File: config.mk
export PLATFORM = sky130hd
export DESIGN_NAME = uart_cmd_rx
export DESIGN_NICKNAME = d
export VERILOG_FILES = /design/src/rtl/uart_cmd_rx.sv
export SDC_FILE = /design/constraint.sdc
export NUM_CORES = 1
export LEC_CHECK = 0
export ABC_AREA = 1
export ABC_CLOCK_PERIOD_IN_PS = 2000
export BUFFER_PORTS_ARGS = -buffer_cell sky130_fd_sc_hd__buf_2
export CAP_MARGIN = 25
export CORE_ASPECT_RATIO = 0.75
export CORE_MARGIN = 2
export CORE_UTILIZATION = 62
export CTS_BUF_LIST = sky130_fd_sc_hd__clkbuf_8
export DETAILED_ROUTE_END_ITERATION = 10
export PLACE_DENSITY = 0.82
export SETUP_SLACK_MARGIN = 0.15
export SLEW_MARGIN = 0
export SYNTH_ARGS = -nofsm -noshare
export SYNTH_HDL_FRONTEND = slang
export SYNTH_SLANG_ARGS = --single-unit
export TNS_END_PERCENT = 1
File: constraint.sdc
create_clock -name clk -period 2 [get_ports clk]
set_input_delay 0.1 -clock clk [delete_from_list [all_inputs] [get_ports clk]]
set_output_delay 0.1 -clock clk [all_outputs]
set_load 0.1 [all_outputs]
File: src/rtl/uart_cmd_rx.sv
// uart_cmd_rx: UART byte receiver (16x oversampling) feeding a small command
// parser that accepts "L<hi><lo><CR>" and latches the hex byte onto led_pattern.
//
// Ports:
//   clk          system clock, all logic on its rising edge
//   rst          synchronous active-high reset
//   PC_Uart_rxd  asynchronous serial input, idles high
//   rx_data      last correctly received byte
//   rx_valid     one-cycle pulse, rx_data updated on the same cycle
//   frame_err    one-cycle pulse when a byte is rejected
//   led_pattern  byte from the last accepted command
//   cmd_valid    one-cycle pulse, led_pattern updated on the same cycle
//   cmd_err      one-cycle pulse on a malformed or aborted command
//
// Build option: define UART_RX_PARITY_EN for 8E1 frames (default 8N1).

module uart_cmd_rx #(
    parameter int unsigned CLKS     = 100000000,
    parameter int unsigned BAUDRATE = 9600
) (
    input  logic       clk,
    input  logic       rst,
    input  logic       PC_Uart_rxd,
    output logic [7:0] rx_data,
    output logic       rx_valid,
    output logic       frame_err,
    output logic [7:0] led_pattern,
    output logic       cmd_valid,
    output logic       cmd_err
);

    localparam int unsigned DIV   = CLKS / (BAUDRATE * 16);
    localparam int unsigned DIV_W = (DIV > 1) ? $clog2(DIV) : 1;

    localparam logic [7:0] CH_CR    = 8'h0D;
    localparam logic [7:0] CH_LF    = 8'h0A;
    localparam logic [7:0] CH_SPACE = 8'h20;
    localparam logic [7:0] CH_L_UC  = 8'h4C;
    localparam logic [7:0] CH_L_LC  = 8'h6C;

`ifdef UART_RX_PARITY_EN
    typedef enum logic [2:0] {
        IDLE, START, DATA, PARITY, STOP, WAIT_HIGH
    } rx_state_t;
`else
    typedef enum logic [2:0] {
        IDLE, START, DATA, STOP, WAIT_HIGH
    } rx_state_t;
`endif

    typedef enum logic [1:0] {
        P_IDLE, P_HI, P_LO, P_END
    } p_state_t;

    rx_state_t         state;
    p_state_t          pstate;

    logic              sync1;
    logic              sync2;
    logic              line_prev;
    logic [DIV_W-1:0]  div_cnt;
    logic              tick;
    logic [3:0]        tick_cnt;
    logic [2:0]        bit_cnt;
    logic [7:0]        shift;
    logic [3:0]        hi_nib;
    logic [3:0]        lo_nib;
    logic [4:0]        hex;
`ifdef UART_RX_PARITY_EN
    logic              par_err;
`endif

    // Returns {is_hex, nibble} for an ASCII hex digit.
    function automatic logic [4:0] hex_decode(input logic [7:0] b);
        logic [4:0] r;
        r = 5'd0;
        if (b >= 8'h30 && b <= 8'h39)
            r = {1'b1, 4'(b - 8'h30)};
        else if (b >= 8'h41 && b <= 8'h46)
            r = {1'b1, 4'(b - 8'h37)};
        else if (b >= 8'h61 && b <= 8'h66)
            r = {1'b1, 4'(b - 8'h57)};
        return r;
    endfunction

    assign tick = (div_cnt == DIV_W'(DIV - 1));
    assign hex  = hex_decode(rx_data);

    // Byte receiver: synchronizer, oversample divider and frame FSM.
    always_ff @(posedge clk) begin
        if (rst) begin
            state     <= IDLE;
            sync1     <= 1'b1;
            sync2     <= 1'b1;
            line_prev <= 1'b1;
            div_cnt   <= '0;
            tick_cnt  <= 4'd0;
            bit_cnt   <= 3'd0;
            shift     <= 8'h00;
            rx_data   <= 8'h00;
            rx_valid  <= 1'b0;
            frame_err <= 1'b0;
`ifdef UART_RX_PARITY_EN
            par_err   <= 1'b0;
`endif
        end else begin
            sync1     <= PC_Uart_rxd;
            sync2     <= sync1;
            line_prev <= sync2;
            rx_valid  <= 1'b0;
            frame_err <= 1'b0;

            // Divider held cleared while idle so a new frame starts phase-aligned.
            if (state == IDLE) begin
                div_cnt  <= '0;
                tick_cnt <= 4'd0;
            end else begin
                div_cnt <= tick ? '0 : div_cnt + DIV_W'(1);
                if (tick)
                    tick_cnt <= tick_cnt + 4'd1;
            end

            case (state)
                IDLE: begin
                    if (!sync2 && line_prev)
                        state <= START;
                end
                START: begin
                    // Mid-start sample; counter restarts so later samples land every 16 ticks.
                    if (tick && tick_cnt == 4'd7) begin
                        tick_cnt <= 4'd0;
                        if (!sync2) begin
                            bit_cnt <= 3'd0;
                            state   <= DATA;
                        end else begin
                            state <= IDLE;
                        end
                    end
                end
                DATA: begin
                    if (tick && tick_cnt == 4'd15) begin
                        shift   <= {sync2, shift[7:1]};
                        bit_cnt <= bit_cnt + 3'd1;
                        if (bit_cnt == 3'd7) begin
`ifdef UART_RX_PARITY_EN
                            state <= PARITY;
`else
                            state <= STOP;
`endif
                        end
                    end
                end
`ifdef UART_RX_PARITY_EN
                PARITY: begin
                    // Even parity: data bits plus parity bit hold an even count of ones.
                    if (tick && tick_cnt == 4'd15) begin
                        par_err <= (sync2 != ^shift);
                        state   <= STOP;
                    end
                end
`endif
                STOP: begin
                    if (tick && tick_cnt == 4'd15) begin
                        if (sync2) begin
`ifdef UART_RX_PARITY_EN
                            if (par_err) begin
                                frame_err <= 1'b1;
                            end else begin
                                rx_valid <= 1'b1;
                                rx_data  <= shift;
                            end
`else
                            rx_valid <= 1'b1;
                            rx_data  <= shift;
`endif
                            state <= IDLE;
                        end else begin
                            frame_err <= 1'b1;
                            state     <= WAIT_HIGH;
                        end
                    end
                end
                WAIT_HIGH: begin
                    if (sync2)
                        state <= IDLE;
                end
                default: state <= IDLE;
            endcase
        end
    end

    // Command parser: steps only on received or rejected bytes.
    always_ff @(posedge clk) begin
        if (rst) begin
            pstate      <= P_IDLE;
            hi_nib      <= 4'd0;
            lo_nib      <= 4'd0;
            led_pattern <= 8'h00;
            cmd_valid   <= 1'b0;
            cmd_err     <= 1'b0;
        end else begin
            cmd_valid <= 1'b0;
            cmd_err   <= 1'b0;
            if (frame_err) begin
                if (pstate != P_IDLE) begin
                    cmd_err <= 1'b1;
                    pstate  <= P_IDLE;
                end
            end else if (rx_valid) begin
                case (pstate)
                    P_IDLE: begin
                        if (rx_data == CH_L_UC || rx_data == CH_L_LC)
                            pstate <= P_HI;
                        else if (rx_data != CH_CR && rx_data != CH_LF &&
                                 rx_data != CH_SPACE)
                            cmd_err <= 1'b1;
                    end
                    P_HI: begin
                        if (hex[4]) begin
                            hi_nib <= hex[3:0];
                            pstate <= P_LO;
                        end else begin
                            cmd_err <= 1'b1;
                            pstate  <= P_IDLE;
                        end
                    end
                    P_LO: begin
                        if (hex[4]) begin
                            lo_nib <= hex[3:0];
                            pstate <= P_END;
                        end else begin
                            cmd_err <= 1'b1;
                            pstate  <= P_IDLE;
                        end
                    end
                    P_END: begin
                        if (rx_data == CH_CR) begin
                            led_pattern <= {hi_nib, lo_nib};
                            cmd_valid   <= 1'b1;
                        end else begin
                            cmd_err <= 1'b1;
                        end
                        pstate <= P_IDLE;
                    end
                    default: pstate <= P_IDLE;
                endcase
            end
        end
    end

endmodule

==> results.yml <==
status:
  outcome: "completed"
cells_and_area:
  fin_area_mm2: 0.00329
  final_layout_size_suffix_gt1_share_pct: 17.8
  final_cell_mix: "73 x nand2_1, 68 x nor2_1, 55 x dfxtp_1, 47 x inv_1, 27 x a21oi_1"
  diodes: 0
  final_util_pct: 73.3
  layout.nets: 451
  mostFrequentLayoutCell: "nand2_1"
  area_delta_synth_final_pct: 13.0
floorplanning:
  chipWidth_um: 83.2
  coreArea_mm2: 0.00449
  num_rows: 21
  fp.dieArea_mm2: 0.00527
  start_util_pct: 64.9
  io_pins: 23
  die_y_um: 63.4
synthesis:
  synth_fp_nets: 416
  ys_warn_count: 0
  synth_cells: 398
  synth.distinct_cells: 32
  ys_ff_latch: 61
  avgSynthCellArea_um2: 7.32
  synth_area_mm2: 0.00291
  synth_seq_area_share_pct: 41.9
power:
  netSwitchingFraction_pct: 24.9
  total_power_uw: 2240
  seqPwrFrac_pct: 54.9
  clkPwrFrac_pct: 40.5
  internal_power_uw: 1690
  ir_drop_uv: 458
  p_comb_share_pct: 4.7
  netSwitchingPower_uw: 558
  leakagePower_uw: 0.00152
  powerDensity_mw_per_mm2: 682
worst_hold_path:
  hold_class: "in2reg"
  hold_start: "rst"
critical_path:
  end_kind: "flop"
  crit_type: "reg2reg"
  cp-start-kind: "flop"
  cp_max_fo: 6
  r2r-start: "tick_cnt[0]"
  cp-startpoint: "tick_cnt[0]"
  cp_data_required_time_ps: 2280
  arrival_ps: 1990
sta:
  maxSlewViolCount: 0
  finalHoldViolations: 0
  setup_violations: 0
  final.min_clock_period_ps: 1710
  skew_ps: 7.45
  tightest_slew_ps: 497
  rsz0062_at_grt: "true"
  max_freq_ghz: 0.585
  relSlewSlack_pct: 67.1
  fin_crit_sh_pct: 85.5
  setup_tns_ps: 0
route:
  routed_wl_um: 6170
  wl_per_cell_um: 12.5
  dr.pass1.iters: 5
  drc_errors: 0
  drt_iter0_markers: 198
  ant_nets: 0
  vias_per_cell: 5.24
  dr_total_vias: 2596
global_routing:
  grt_pass1_wl_um: 11000
  grt.overflow.total: 0
  antenna_found_initial: 0
  grt_max_degree: 21
  first_global_vias: 2366
  track_usage_pct: 26.4
flow_run:
  maxCapViolations: 0
clock_network:
  max-clock-path-buffers: 2
  cts_tree: "yes"
  clockRootBuffer: "clkbuf_8"
  numCtsBuffers: 9
  clkLatencyLatePin_ps: 350
  cts_htree_levels: 3
  clk_pin_slew_worst_paths_ps: 70
  cts.sinks: 61
place:
  port_buffers: 22
  hpwl_um: 4510
  placed_cell_area_mm2: 0.00310
  gp_congestion: 0.851
[critical path: stages, from the launching register on]
cell	delay (ps)
dfxtp_1	370
ha_1	200
nand2_1	80
nor2_2	140
nand4_4	170
nor3_4	320
buf_4	210
o21ai_1	60
nor2_1	80
[power groups by stage]
stage | Combinational [uW] | Sequential [uW] | Clock [uW]
after floorplan | 78.5 | 1260 | 0
after global placement | 99.3 | 1260 | 0
after detailed placement | 101 | 1260 | 0
after CTS | 103 | 1230 | 922
after global routing | 121 | 1230 | 984
final | 105 | 1230 | 908
[area by class of cell]
cell class	instances	area, um^2
Sequential cell	61	1230
Multi-Input combinational cell	278	1460
Fill cell	377	1200
Tap cell	57	71.3
Clock inverter	7	35.0
Inverter	53	201
Timing Repair Buffer	30	173
Clock buffer	9	124
[Yosys cell counts]
cell	instances	area (um^2)
o21bai_1	1	7.51
nor2_2	5	31.3
a21oi_1	27	135
nor4_1	1	6.26
o21ai_0	18	90.1
or2_2	3	18.8
o21ai_1	13	65.1
inv_1	45	169
nand3b_1	1	7.51
nand4_4	1	21.3
nor4_4	1	21.3
nand2_2	3	18.8
nand2_1	73	274
inv_2	7	26.3
inv_4	1	6.26
and3_1	2	12.5
nand4_1	6	37.5
nand3_2	2	20.0
ha_1	15	188
xor2_1	3	26.3
nor3_1	9	45.0
buf_4	1	7.51
nor2_4	3	33.8
and2_1	1	6.26
buf_6	1	11.3
nor2_1	68	255
clkbuf_1	4	15.0
nor3_4	1	16.3
dfxtp_1	61	1220
a21oi_2	2	17.5
nand3_1	16	80.1
nor3b_1	3	22.5
[final timing paths]
check | endpoint | slack (ps) | cells after the start
worst max register to register | rx_data[0] | 290 | 8
worst max-delay path | rx_data[0] | 290 | 8
worst min-delay path | bit_cnt[1] | 140 | 3
worst min register to register | sync2 | 410 | 1
[flip-flops by register name, summed over array words and instances (netlist names)]
signal	count
line_prev	1
state	3
sync2	1
shift	8
rx_data	8
bit_cnt	3
rx_valid	1
div_cnt	10
cmd_valid	1
lo_nib	4
pstate	2
frame_err	1
sync1	1
tick_cnt	4
cmd_err	1
hi_nib	4
led_pattern	8
[through the flow]
step                      instances  hold slack (ps)  setup slack, ps
after CTS                       492              125              222
after global placement          475              287              286
final                           495              138              290
after detailed placement        475              292              247
after floorplan                 398              204             62.3
after global routing            495              140             89.0
[per-layer routing]
| metal | up-vias | part of all wire [%] | track usage [%] |
|---|---|---|---|
| met5 | - | 0 | 0 |
| met1 | 1173 | 51 | 37.1 |
| met2 | 71 | 41 | 36.7 |
| met4 | 0 | 1.7 | 8.61 |
| li1 | 1344 | - | - |
| met3 | 8 | 6.2 | 10.6 |
[what timing repair did]
| item | in CTS | in global routing |
|---|---|---|
| hold buffers | 1 | 0 |
| gates resized for setup | 0 | 0 |
| endpoints found under the hold margin | 1 | 0 |
| endpoints found under the setup margin | 0 | 9 |
| setup buffers | 0 | 3 |
[cell families (layout without fill, tap and decap cells)]
family	after synthesis	in the layout	synth area share (%)
simple gates	199	199	31.9
xor+xnor	3	3	0.902
flops	61	61	41.9
compound gates	61	61	10.8
fa+ha+maj	15	15	6.44
buf+inv	59	99	8.07
Note: power is estimated with default switching activity, not from simulation.
